### config.mk
export PLATFORM = sky130hd
export DESIGN_NAME = muldiv_unit_flat
export DESIGN_NICKNAME = d
export VERILOG_FILES = /design/src/rtl/muldiv_unit_if.sv /design/src/rtl/muldiv_unit.sv /design/src/flat_wrapper.sv
export SDC_FILE = /design/constraint.sdc
export NUM_CORES = 1
export LEC_CHECK = 0
export BUFFER_PORTS_ARGS = -buffer_cell sky130_fd_sc_hd__buf_2
export CORE_MARGIN = 4
export CORE_UTILIZATION = 45
export CTS_CLUSTER_SIZE = 12
export DETAILED_ROUTE_END_ITERATION = 6
export GPL_ROUTABILITY_DRIVEN = 0
export PLACE_DENSITY_LB_ADDON = 0.08
export SETUP_SLACK_MARGIN = 0.5
export SYNTH_ARGS = -nofsm -noshare
export SYNTH_HDL_FRONTEND = slang
export SYNTH_SLANG_ARGS = --single-unit
export TNS_END_PERCENT = 100
### constraint.sdc
create_clock -name clk -period 4.05 [get_ports clk]
set_input_delay 0.6075 -clock clk [delete_from_list [all_inputs] [get_ports clk]]
set_output_delay 0.6075 -clock clk [all_outputs]
set_load 0.005 [all_outputs]
### src/rtl/muldiv_unit_if.sv
// Operand/request and writeback bundle between the register file side and muldiv_unit.
interface muldiv_unit_if #(parameter int WIDTH = 16);
    logic             start;
    logic             op;
    logic [2:0]       dest_adr;
    logic [WIDTH-1:0] R;
    logic [WIDTH-1:0] S;
    logic             busy;
    logic             done;
    logic [WIDTH-1:0] W;
    logic [2:0]       W_Adr;
    logic             we;
    logic [WIDTH-1:0] HI;
    logic             div0;

    modport master (
        output start, op, dest_adr, R, S,
        input  busy, done, W, W_Adr, we, HI, div0
    );

    modport slave (
        input  start, op, dest_adr, R, S,
        output busy, done, W, W_Adr, we, HI, div0
    );
endinterface

### src/rtl/muldiv_unit.sv
// Iterative 16-bit unsigned shift-add multiplier / restoring divider with a
// one-cycle register-file writeback; the high word or remainder lands in HI.
module muldiv_unit #(
    parameter int WIDTH = 16,
    parameter int ITER  = 16
) (
    input  logic         clk,
    input  logic         reset,
    muldiv_unit_if.slave bus
);

    typedef enum logic [1:0] {IDLE, RUN, WB} state_t;

    state_t           state, next_state;
    logic [WIDTH-1:0] acc_hi, acc_lo, opb;
    logic [WIDTH-1:0] iter_hi, iter_lo;
    logic [WIDTH:0]   mul_sum, div_shift;
    logic [WIDTH+1:0] div_diff;
    logic             op_q, div0_flag, last_iter, accept;
    logic [2:0]       adr_q;
    logic [3:0]       count;

    assign accept    = (state == IDLE) && bus.start;
    assign last_iter = (state == RUN) && (count == 4'(ITER - 1));

    always_ff @(posedge clk or negedge reset) begin
        if (!reset) state <= IDLE;
        else        state <= next_state;
    end

    always_comb begin
        next_state = state;
        case (state)
            IDLE:    if (bus.start) next_state = RUN;
            RUN:     if (count == 4'(ITER - 1)) next_state = WB;
            WB:      next_state = IDLE;
            default: next_state = IDLE;
        endcase
    end

    // Multiply keeps the multiplier in acc_lo and shifts the product in from the top;
    // divide shifts the dividend out of acc_lo into the partial remainder in acc_hi.
    always_comb begin
        mul_sum   = {1'b0, acc_hi} + (acc_lo[0] ? {1'b0, opb} : {(WIDTH+1){1'b0}});
        div_shift = {acc_hi, acc_lo[WIDTH-1]};
        div_diff  = {1'b0, div_shift} - {2'b00, opb};
        iter_hi   = mul_sum[WIDTH:1];
        iter_lo   = {mul_sum[0], acc_lo[WIDTH-1:1]};
        if (op_q) begin
            if (!div_diff[WIDTH+1]) begin
                iter_hi = div_diff[WIDTH-1:0];
                iter_lo = {acc_lo[WIDTH-2:0], 1'b1};
            end else begin
                iter_hi = div_shift[WIDTH-1:0];
                iter_lo = {acc_lo[WIDTH-2:0], 1'b0};
            end
        end
    end

    // A zero divisor needs no special path: every trial subtract succeeds,
    // giving an all-ones quotient and the dividend as remainder.
    always_ff @(posedge clk or negedge reset) begin
        if (!reset) begin
            acc_hi    <= '0;
            acc_lo    <= '0;
            opb       <= '0;
            op_q      <= 1'b0;
            adr_q     <= '0;
            count     <= '0;
            div0_flag <= 1'b0;
        end else if (accept) begin
            acc_hi    <= '0;
            acc_lo    <= bus.R;
            opb       <= bus.S;
            op_q      <= bus.op;
            adr_q     <= bus.dest_adr;
            count     <= '0;
            div0_flag <= bus.op && (bus.S == '0);
        end else if (state == RUN) begin
            acc_hi    <= iter_hi;
            acc_lo    <= iter_lo;
            count     <= count + 4'd1;
        end
    end

    always_ff @(posedge clk or negedge reset) begin
        if (!reset) begin
            bus.busy  <= 1'b0;
            bus.done  <= 1'b0;
            bus.we    <= 1'b0;
            bus.div0  <= 1'b0;
            bus.W     <= '0;
            bus.W_Adr <= '0;
            bus.HI    <= '0;
        end else begin
            bus.busy <= (next_state != IDLE);
            bus.done <= last_iter;
            bus.we   <= last_iter;
            if (accept) bus.div0 <= 1'b0;
            if (last_iter) begin
                bus.W     <= iter_lo;
                bus.HI    <= iter_hi;
                bus.W_Adr <= adr_q;
                bus.div0  <= div0_flag;
            end
        end
    end

endmodule

### src/flat_wrapper.sv
// flat-port wrapper written by rule: the top's interface ports become plain ports
module muldiv_unit_flat 
#(
    parameter int WIDTH = 16,
    parameter int ITER  = 16
)
  (clk, reset, bus_start, bus_op, bus_dest_adr, bus_R, bus_S, bus_busy, bus_done, bus_W, bus_W_Adr, bus_we, bus_HI, bus_div0);
  muldiv_unit_if #(.WIDTH(WIDTH)) bus_i ();
  input  logic clk;
  input  logic reset;
  input wire logic [$bits(bus_i.start)-1:0] bus_start;
  input wire logic [$bits(bus_i.op)-1:0] bus_op;
  input wire logic [$bits(bus_i.dest_adr)-1:0] bus_dest_adr;
  input wire logic [$bits(bus_i.R)-1:0] bus_R;
  input wire logic [$bits(bus_i.S)-1:0] bus_S;
  output wire logic [$bits(bus_i.busy)-1:0] bus_busy;
  output wire logic [$bits(bus_i.done)-1:0] bus_done;
  output wire logic [$bits(bus_i.W)-1:0] bus_W;
  output wire logic [$bits(bus_i.W_Adr)-1:0] bus_W_Adr;
  output wire logic [$bits(bus_i.we)-1:0] bus_we;
  output wire logic [$bits(bus_i.HI)-1:0] bus_HI;
  output wire logic [$bits(bus_i.div0)-1:0] bus_div0;
  assign bus_i.start = bus_start;
  assign bus_i.op = bus_op;
  assign bus_i.dest_adr = bus_dest_adr;
  assign bus_i.R = bus_R;
  assign bus_i.S = bus_S;
  assign bus_busy = bus_i.busy;
  assign bus_done = bus_i.done;
  assign bus_W = bus_i.W;
  assign bus_W_Adr = bus_i.W_Adr;
  assign bus_we = bus_i.we;
  assign bus_HI = bus_i.HI;
  assign bus_div0 = bus_i.div0;
  muldiv_unit #(.WIDTH(WIDTH), .ITER(ITER)) u_core (.clk(clk), .reset(reset), .bus(bus_i));
endmodule
==> summary.txt, run 1 <==
Synthesis
  • Register area share after synthesis: 0.4143
  • Synth Net Count: 714
  • Mapped Area: 0.005859 mm2
  • Synthesis-stage register bit count: a little under 100
  • Number of distinct library cells after synthesis: 66
  • YS warnings: 0
  • EDFF count, synth: 0
  • Syn Inst Count: 640
  • Synth Flop Type: dfrtp_1
  • Syn_area_per_cell: 9.155 um2
  • Async set-reset flop share out of synthesis: 1.000

Layout
  • Layout area overhead: 14.41%
  • Ant. Diodes: 0
  • Non-filler cells in the finished layout: a little under 900
  • Area of the multi-input gates: 0.003199 mm2
  • Fillers: about 1200
  • Post-Route Utilization: 0.5291
  • Seq. cell area: between 0.002 and 0.0025 mm2
  • Final nets: a little under 800
  • Layout cells sized above 1: 0.1859

Placement
  • I/O Buffers: 77
  • Hpwl dp: 11.72 mm
  • Placed cell count: 866
  • Pre-CTS WS: 1015 ps

Setup path
  • Crit Path Max Fanout: 7
  • Crit Path Category: reg2reg
  • Worst reg2reg path depth: 10
  • Critical Path AT: 3370 ps
  • Crit end category: flop
  • Worst setup SP type: flop
  • Worst EP required: roughly 4300 ps

Floorplanning
  • Core Box Area: 0.01267 mm2
  • Chip height: 122.1 um
  • Total Die Area: approximately 0.015 mm2
  • Rows: 41
  • Io pins: 78
  • Starting Density: 0.4624
  • DIE WIDTH: 122.1 um

CTS
  • Max Root-Sink Buffers: 2
  • CTS Sinks: 97
  • H-tree depth: 3
  • Reg clk slew, reported paths: 70 ps
  • Clock root buffer master: clkbuf_16
  • Post-CTS setup buffer count: 0
  • CTS tree: yes
  • Clock insertion delay at the later pin of the skew report: 350 ps
  • Post-CTS Resized: 0
  • CTS Buf Count: 9
  • Hold Buf Count CTS: 0

Route
  • DRC viols: 0
  • Routed vias: ~5000
  • Remaining antenna violation count after routing: 0
  • DR pass1 iterations: 5
  • Post-DR wirelength/cell: 18.02 um
  • DRT iter0 DRCs: 348
  • Vias per cell: roughly 5.7
  • Final WL: roughly 16 mm

STA
  • FMAX: between 300 and 400 MHz
  • Final Skew: 7.768 ps
  • Hold Fails Final Rpt: 0
  • Final worst-path setup slack: around 950 ps
  • Pins Over Slew Limit: 0
  • Setup-failing EPs final: 0
  • Share of the clock period used by the worst path: 0.7643
  • RSZ-0062 raised after global routing: no
  • Worst-margin pin slew: 1082 ps
  • Final setup TNS: 0 ps
  • Worst rel slew slack: 0.2790
  • Final min period: 3095 ps

GRT
  • Initial antenna violation count: 0
  • Overall Global Routing Usage: 0.2236
  • First-pass GRT wire length: between 20 and 30 mm
  • Gr ovfl total: 0
  • Vias in the first global route: between 4000 and 5000
  • Largest net degree at the start of global routing: 63

Power and ir drop
  • Peak VDD IR: about 0.39 mV
  • Leakage power: 0.003197 uW
  • Pwr per Cell Area: 1049 mW/mm2

Run status
  • Status: completed

Hold path
  • Hold/Removal Path Class: in2async

Run
  • Max Cap Viol: 0
[synth_stat cells, types with 6 or more instances]
cell	n	share of area
o31ai_1	14	0.018
and2_1	21	0.022
nor3_1	11	0.0094
a21o_1	7	0.0090
nor2_1	22	0.014
a22o_1	9	0.013
clkbuf_1	28	0.018
xor2_1	8	0.012
xnor2_1	11	0.016
mux2_2	21	0.040
mux2i_1	15	0.026
nand2_1	93	0.060
nand3_1	20	0.017
ha_1	33	0.070
inv_1	29	0.019
a21oi_1	22	0.019
o21ai_0	78	0.067
dfrtp_1	97	0.41
a31oi_1	8	0.0085
or3_1	7	0.0075
o211ai_1	6	0.0077
[layout make-up]
type	count	area share
Multi-Input combinational cell	481	0.4772
Timing Repair Buffer	87	0.06906
Tap cell	172	0.03210
Clock inverter	4	0.005039
Sequential cell	97	0.3621
Inverter	29	0.01624
Clock buffer	12	0.03826
[logic make-up (layout without fill, tap and decap cells)]
kind of cell	count (synthesis)	after routing	share of synthesized area
compound gates	190	190	0.2108
flops	97	97	0.4143
mux	36	36	0.06598
xor+xnor	19	19	0.02840
fa+ha+maj	35	35	0.07730
simple gates	201	201	0.1625
buf+inv	62	132	0.04079
[flip-flops by register name, indices dropped and copies added (netlist names)]
signal / flops
u_core.acc_hi: 16
u_core.acc_lo: 16
u_core.adr_q: 3
u_core.bus.HI: 16
u_core.bus.W: 16
u_core.bus.W_Adr: 3
u_core.bus.busy: 1
u_core.bus.div0: 1
u_core.bus.done: 1
u_core.count: 4
u_core.div0_flag: 1
u_core.op_q: 1
u_core.opb: 16
u_core.state: 2
[routing by layer]
metal	GRT usage	wire length [um]
met3	0.04178	820
met2	0.3532	7436
met5	0	0
met1	0.3005	7136
met4	0.09867	501
[stage by stage]
step | power [uW] | hold slack [ps] | area [um2]
global route | 7678 | 191.3 | 6704
global placement | 6084 | 445.5 | 6414
floorplan | 4958 | 311.9 | 5859
CTS | 7032 | 169.6 | 6704
finish | 7035 | 161.1 | 6704
detailed placement | 6156 | 455.4 | 6414
[cells in the final DEF, fill, tap and decap left out, types with 5 or more instances in the layout]
| master | n |
|---|---|
| nand2_1 | 93 |
| xnor2_1 | 11 |
| nor3_1 | 11 |
| buf_4 | 11 |
| clkbuf_16 | 9 |
| ha_1 | 33 |
| a21o_1 | 7 |
| a211oi_1 | 5 |
| a31oi_1 | 8 |
| nand3_1 | 20 |
| o21ai_0 | 77 |
| and2_1 | 21 |
| a21oi_1 | 22 |
| nor2_1 | 22 |
| o31ai_1 | 14 |
| inv_1 | 29 |
| or3_1 | 7 |
| o21bai_1 | 5 |
| o211ai_1 | 6 |
| nand4_1 | 5 |
| mux2i_1 | 15 |
| a22o_1 | 9 |
| dfrtp_1 | 97 |
| mux2_2 | 21 |
| xor2_1 | 8 |
| buf_2 | 76 |
[critical path, cell delays in order (launching register included)]
cell	delay [ps]
dfrtp_1	430
and2_1	160
ha_1	220
fa_1	430
a211oi_1	370
o211a_1	240
o21ai_0	160
and4_1	240
a2111oi_0	470
a311oi_1	120
o21ai_0	160
[where the power goes]
| group | leakage, uW | switching (uW) | internal (uW) |
|---|---|---|---|
| Clock | 0.000140 | 385 | 457 |
| Combinational | 0.00186 | 2540 | 1830 |
| Sequential | 0.00120 | 361 | 1460 |
[final timing paths]
kind	to	slack [ps]	from
max	u_core.bus.HI[13]	950	u_core.acc_lo[0]
min	u_core.bus.HI[6]	160	reset
max reg2reg	u_core.bus.HI[13]	950	u_core.acc_lo[0]
min reg2reg	u_core.bus.HI[9]	470	u_core.bus.HI[9]
max in group asynchronous	u_core.count[0]	3050	reset
min in group clk	u_core.bus.HI[9]	470	u_core.bus.HI[9]
No activity file was read; power rests on OpenSTA's default activity.
==> run 2, diff against run 1 <==
ABC_AREA = 1   (was unset)
clock period = 3 ns   (was 4.05 ns; I/O delays follow)
==> summary.txt, run 2 <==
CTS
  • Clock insertion delay at the later pin of the skew report: 350 ps (about the same)
  • Hold Buf Count CTS: 0 (unchanged)
  • CTS Sinks: 97 (unchanged)
  • CTS tree: yes
  • H-tree depth: 3 (unchanged)
  • Reg clk slew, reported paths: 70 ps (about the same)
  • Max Root-Sink Buffers: 2 (unchanged)
  • Clock root buffer master: clkbuf_16
  • CTS Buf Count: 9 (unchanged)

Power and ir drop
  • Pwr per Cell Area: 1383 mW/mm2 (+32%)
  • Sw Pwr: 5101 uW (+55%)
  • Total Power: 10230 uW (+45%)
  • Pint: 5125 uW (+37%)
  • Leakage power: 0.004102 uW (+28%)
  • Logic pwr share: 0.624 (+0.002)
  • Power share of the sequential group: 0.247 (-0.012)
  • Clock power share: 0.128 (+0.008)
  • Sw Share: 0.4988 (+0.03172)
  • Peak VDD IR: 0.4635 mV (+18%)

Layout
  • Most common cell after layout, fill and taps aside: nand2_1
  • Area of the multi-input gates: 0.003406 mm2 (+6.5%)
  • Seq. cell area: 0.002430 mm2 (+0.10%)
  • Layout area overhead: 14.43% (about the same)
  • Ant. Diodes: 0 (unchanged)
  • Layout cells sized above 1: 0.1499 (-0.03597)
  • Fillers: 1444 (+20%)
  • Final nets: 1056 (+36%)
  • Final non-filler cell area: 0.007393 mm2 (+10%)
  • Most frequent cells in the layout: 325 x nand2_1, 125 x inv_1, 95 x dfrtp_1

Hold path
  • Hold/Removal Path Class: in2async

Floorplanning
  • Rows: 43 (+4.9%)
  • Starting Density: 0.4619 (-0.0005310)
  • DIE WIDTH: 127.8 um (+4.7%)
  • Core Box Area: 0.01399 mm2 (+10%)
  • Chip height: 127.8 um (+4.7%)
  • Total Die Area: 0.01634 mm2 (+9.6%)
  • Io pins: 78 (unchanged)

Setup path
  • Crit Path Category: reg2reg
  • Worst EP required: 3240 ps (-1080 ps)
  • Crit Path Max Fanout: 13 (+6)
  • Crit end category: flop
  • Worst setup SP type: flop
  • Critical Path AT: 2540 ps (-830 ps)

Placement
  • Post-DP Area: 0.006974 mm2 (+8.7%)
  • I/O Buffers: 77 (unchanged)
  • Pre-CTS WS: 612.4 ps (-402.4 ps)
  • Hpwl dp: 12.79 mm (+9.2%)

Route
  • Remaining antenna violation count after routing: 0 (unchanged)
  • Post-DR wirelength/cell: 14.34 um (-20%)
  • DR pass1 iterations: 4 (-1)
  • Routed vias: 5857 (+16%)
  • DRT iter0 DRCs: 315 (-9.5%)
  • DRC viols: 0 (unchanged)
  • Final WL: 16.73 mm (+5.3%)
  • Vias per cell: 5.019 (-12%)

Synthesis
  • Synth Net Count: 988 (+38%)
  • Compound-Gate Fraction of Synth Area: 0.1021 (-0.1087)
  • Main combinational cell family by area after synthesis: simple AND/OR/NAND/NOR gates
  • Synthesis-stage register bit count: 97 (unchanged)
  • Number of distinct library cells after synthesis: 35 (-47%)
  • Synth Area in Simple Gates: 0.3371 (+0.1746)
  • Most frequent cell after synthesis: nand2_1
  • Mapped Area: 0.006461 mm2 (+10%)
  • Mux contribution to synthesized area: 0 (-0.06598)
  • Register area share after synthesis: 0.3757 (-0.03859)
  • Synth top cells by count: 326 x nand2_1, 125 x inv_1, 97 x dfrtp_1
  • Syn_area_per_cell: 7.069 um2 (-23%)
  • Syn Inst Count: 914 (+43%)
  • Area contributors post-synth: dfrtp_1 38%, nand2_1 19%, inv_1 7.3%
  • YS warnings: 0 (unchanged)
  • Async set-reset flop share out of synthesis: 1.000 (unchanged)
  • Synth Flop Type: dfrtp_1
  • Adder-Cell Fraction of Synth Area: 0.07010 (-0.007200)
  • EDFF count, synth: 0 (unchanged)
  • Synth area leader: dfrtp_1
  • XOR/XNOR share of the synthesized area: 0.01356 (-0.01485)
  • Synth top area share: 0.3757 (-0.03859)

Run status
  • Status: completed

GRT
  • Gr ovfl total: 0 (unchanged)
  • First-pass GRT wire length: 27.79 mm (+6.6%)
  • Largest net degree at the start of global routing: 54 (-14%)
  • Overall Global Routing Usage: 0.2136 (-0.009957)
  • Initial antenna violation count: 0 (unchanged)
  • Vias in the first global route: 5410 (+9.8%)

STA
  • RSZ-0062 raised after global routing: no
  • Share of the clock period used by the worst path: 0.7688 (+0.004480)
  • Worst-margin pin slew: 762.5 ps (-319.1 ps)
  • Fin Hold WS: 116.9 ps (-44.27 ps)
  • Pins Over Slew Limit: 0 (unchanged)
  • Final Skew: 6.848 ps (-0.9201 ps)
  • FMAX: 433.6 MHz (+34%)
  • Hold Fails Final Rpt: 0 (unchanged)
  • Final setup TNS: 0 ps (unchanged)
  • Final min period: 2306 ps (-789.1 ps)
  • Final worst-path setup slack: 693.7 ps (-260.9 ps)
  • Worst rel slew slack: 0.4911 (+0.2122)
  • Setup-failing EPs final: 0 (unchanged)

Run
  • Max Cap Viol: 0 (unchanged)
==> run 2: metal layers <==
| layer | vias up | track usage | wire [um] |
|---|---|---|---|
| met5 | - | 0 | 0 |
| met4 | 0 | 0.04370 | 133 |
| met3 | 11 | 0.04208 | 989 |
| met2 | 131 | 0.3115 | 6923 |
| met1 | 2660 | 0.3289 | 8686 |
| li1 | 3055 | - | - |
==> run 2: critical path, stage by stage (launching register included) <==
cell	delay [ps]
dfrtp_1	400
inv_1	80
ha_1	380
nand2_1	120
inv_2	70
nand2_1	80
a21oi_2	170
nor2_4	60
buf_12	160
buf_4	150
a21oi_1	180
nand3_1	180
nand3_1	120
nand2_1	60
==> run 2: cells by family after synthesis <==
group,after synthesis
AND/OR/NAND/NOR,490
AO/OA/AOI/OAI,121
XOR/XNOR,10
flip-flops,97
buffers and inverters,161
adder cells (fa/ha/maj),35
==> run 2: area by class of cell <==
class	count	area share
Tap cell	180	0.03046
Timing Repair Buffer	91	0.07006
Clock inverter	5	0.01151
Multi-Input combinational cell	656	0.4607
Clock buffer	11	0.03419
Sequential cell	97	0.3287
Inverter	127	0.06448
==> run 2: final timing paths <==
path / start / to / slack, ps / depth (start not counted)
worst max-delay path: u_core.opb[11] / u_core.bus.HI[15] / 690 / 13
worst min-delay path: reset / u_core.bus.W[5] / 120 / 1
worst max register to register: u_core.opb[11] / u_core.bus.HI[15] / 690 / 13
worst min register to register: u_core.bus.HI[4] / u_core.bus.HI[4] / 480 / 2
max in group asynchronous: reset / u_core.acc_hi[13] / 2200 / 2
min in group clk: bus_dest_adr[2] / u_core.adr_q[2] / 300 / 3
==> run 2: what timing repair did <==
| action | in CTS | in global routing |
|---|---|---|
| setup buffers | 0 | 6 |
| endpoints found under the setup margin | 0 | 14 |
| resized for setup | 0 | 5 |
==> run 2: power by group through the flow <==
stage	sequential [uW]	combinational, uW	clock [uW]
6_report	2530	6380	1310
2_1_floorplan	2320	4870	0
5_1_grt	2610	7350	1400
3_5_place_dp	2530	6170	0
4_1_cts	2520	6210	1340
3_3_place_gp	2530	6160	0
==> run 2: metrics by stage <==
| stage | std cells | utilization |
|---|---|---|
| 2_1_floorplan | 914 | - |
| 3_3_place_gp | 1145 | 0.4986 |
| 3_5_place_dp | 1145 | 0.4986 |
| 4_1_cts | 1161 | 0.5227 |
| 5_1_grt | 1167 | 0.5285 |
| 6_report | 1167 | 0.5285 |
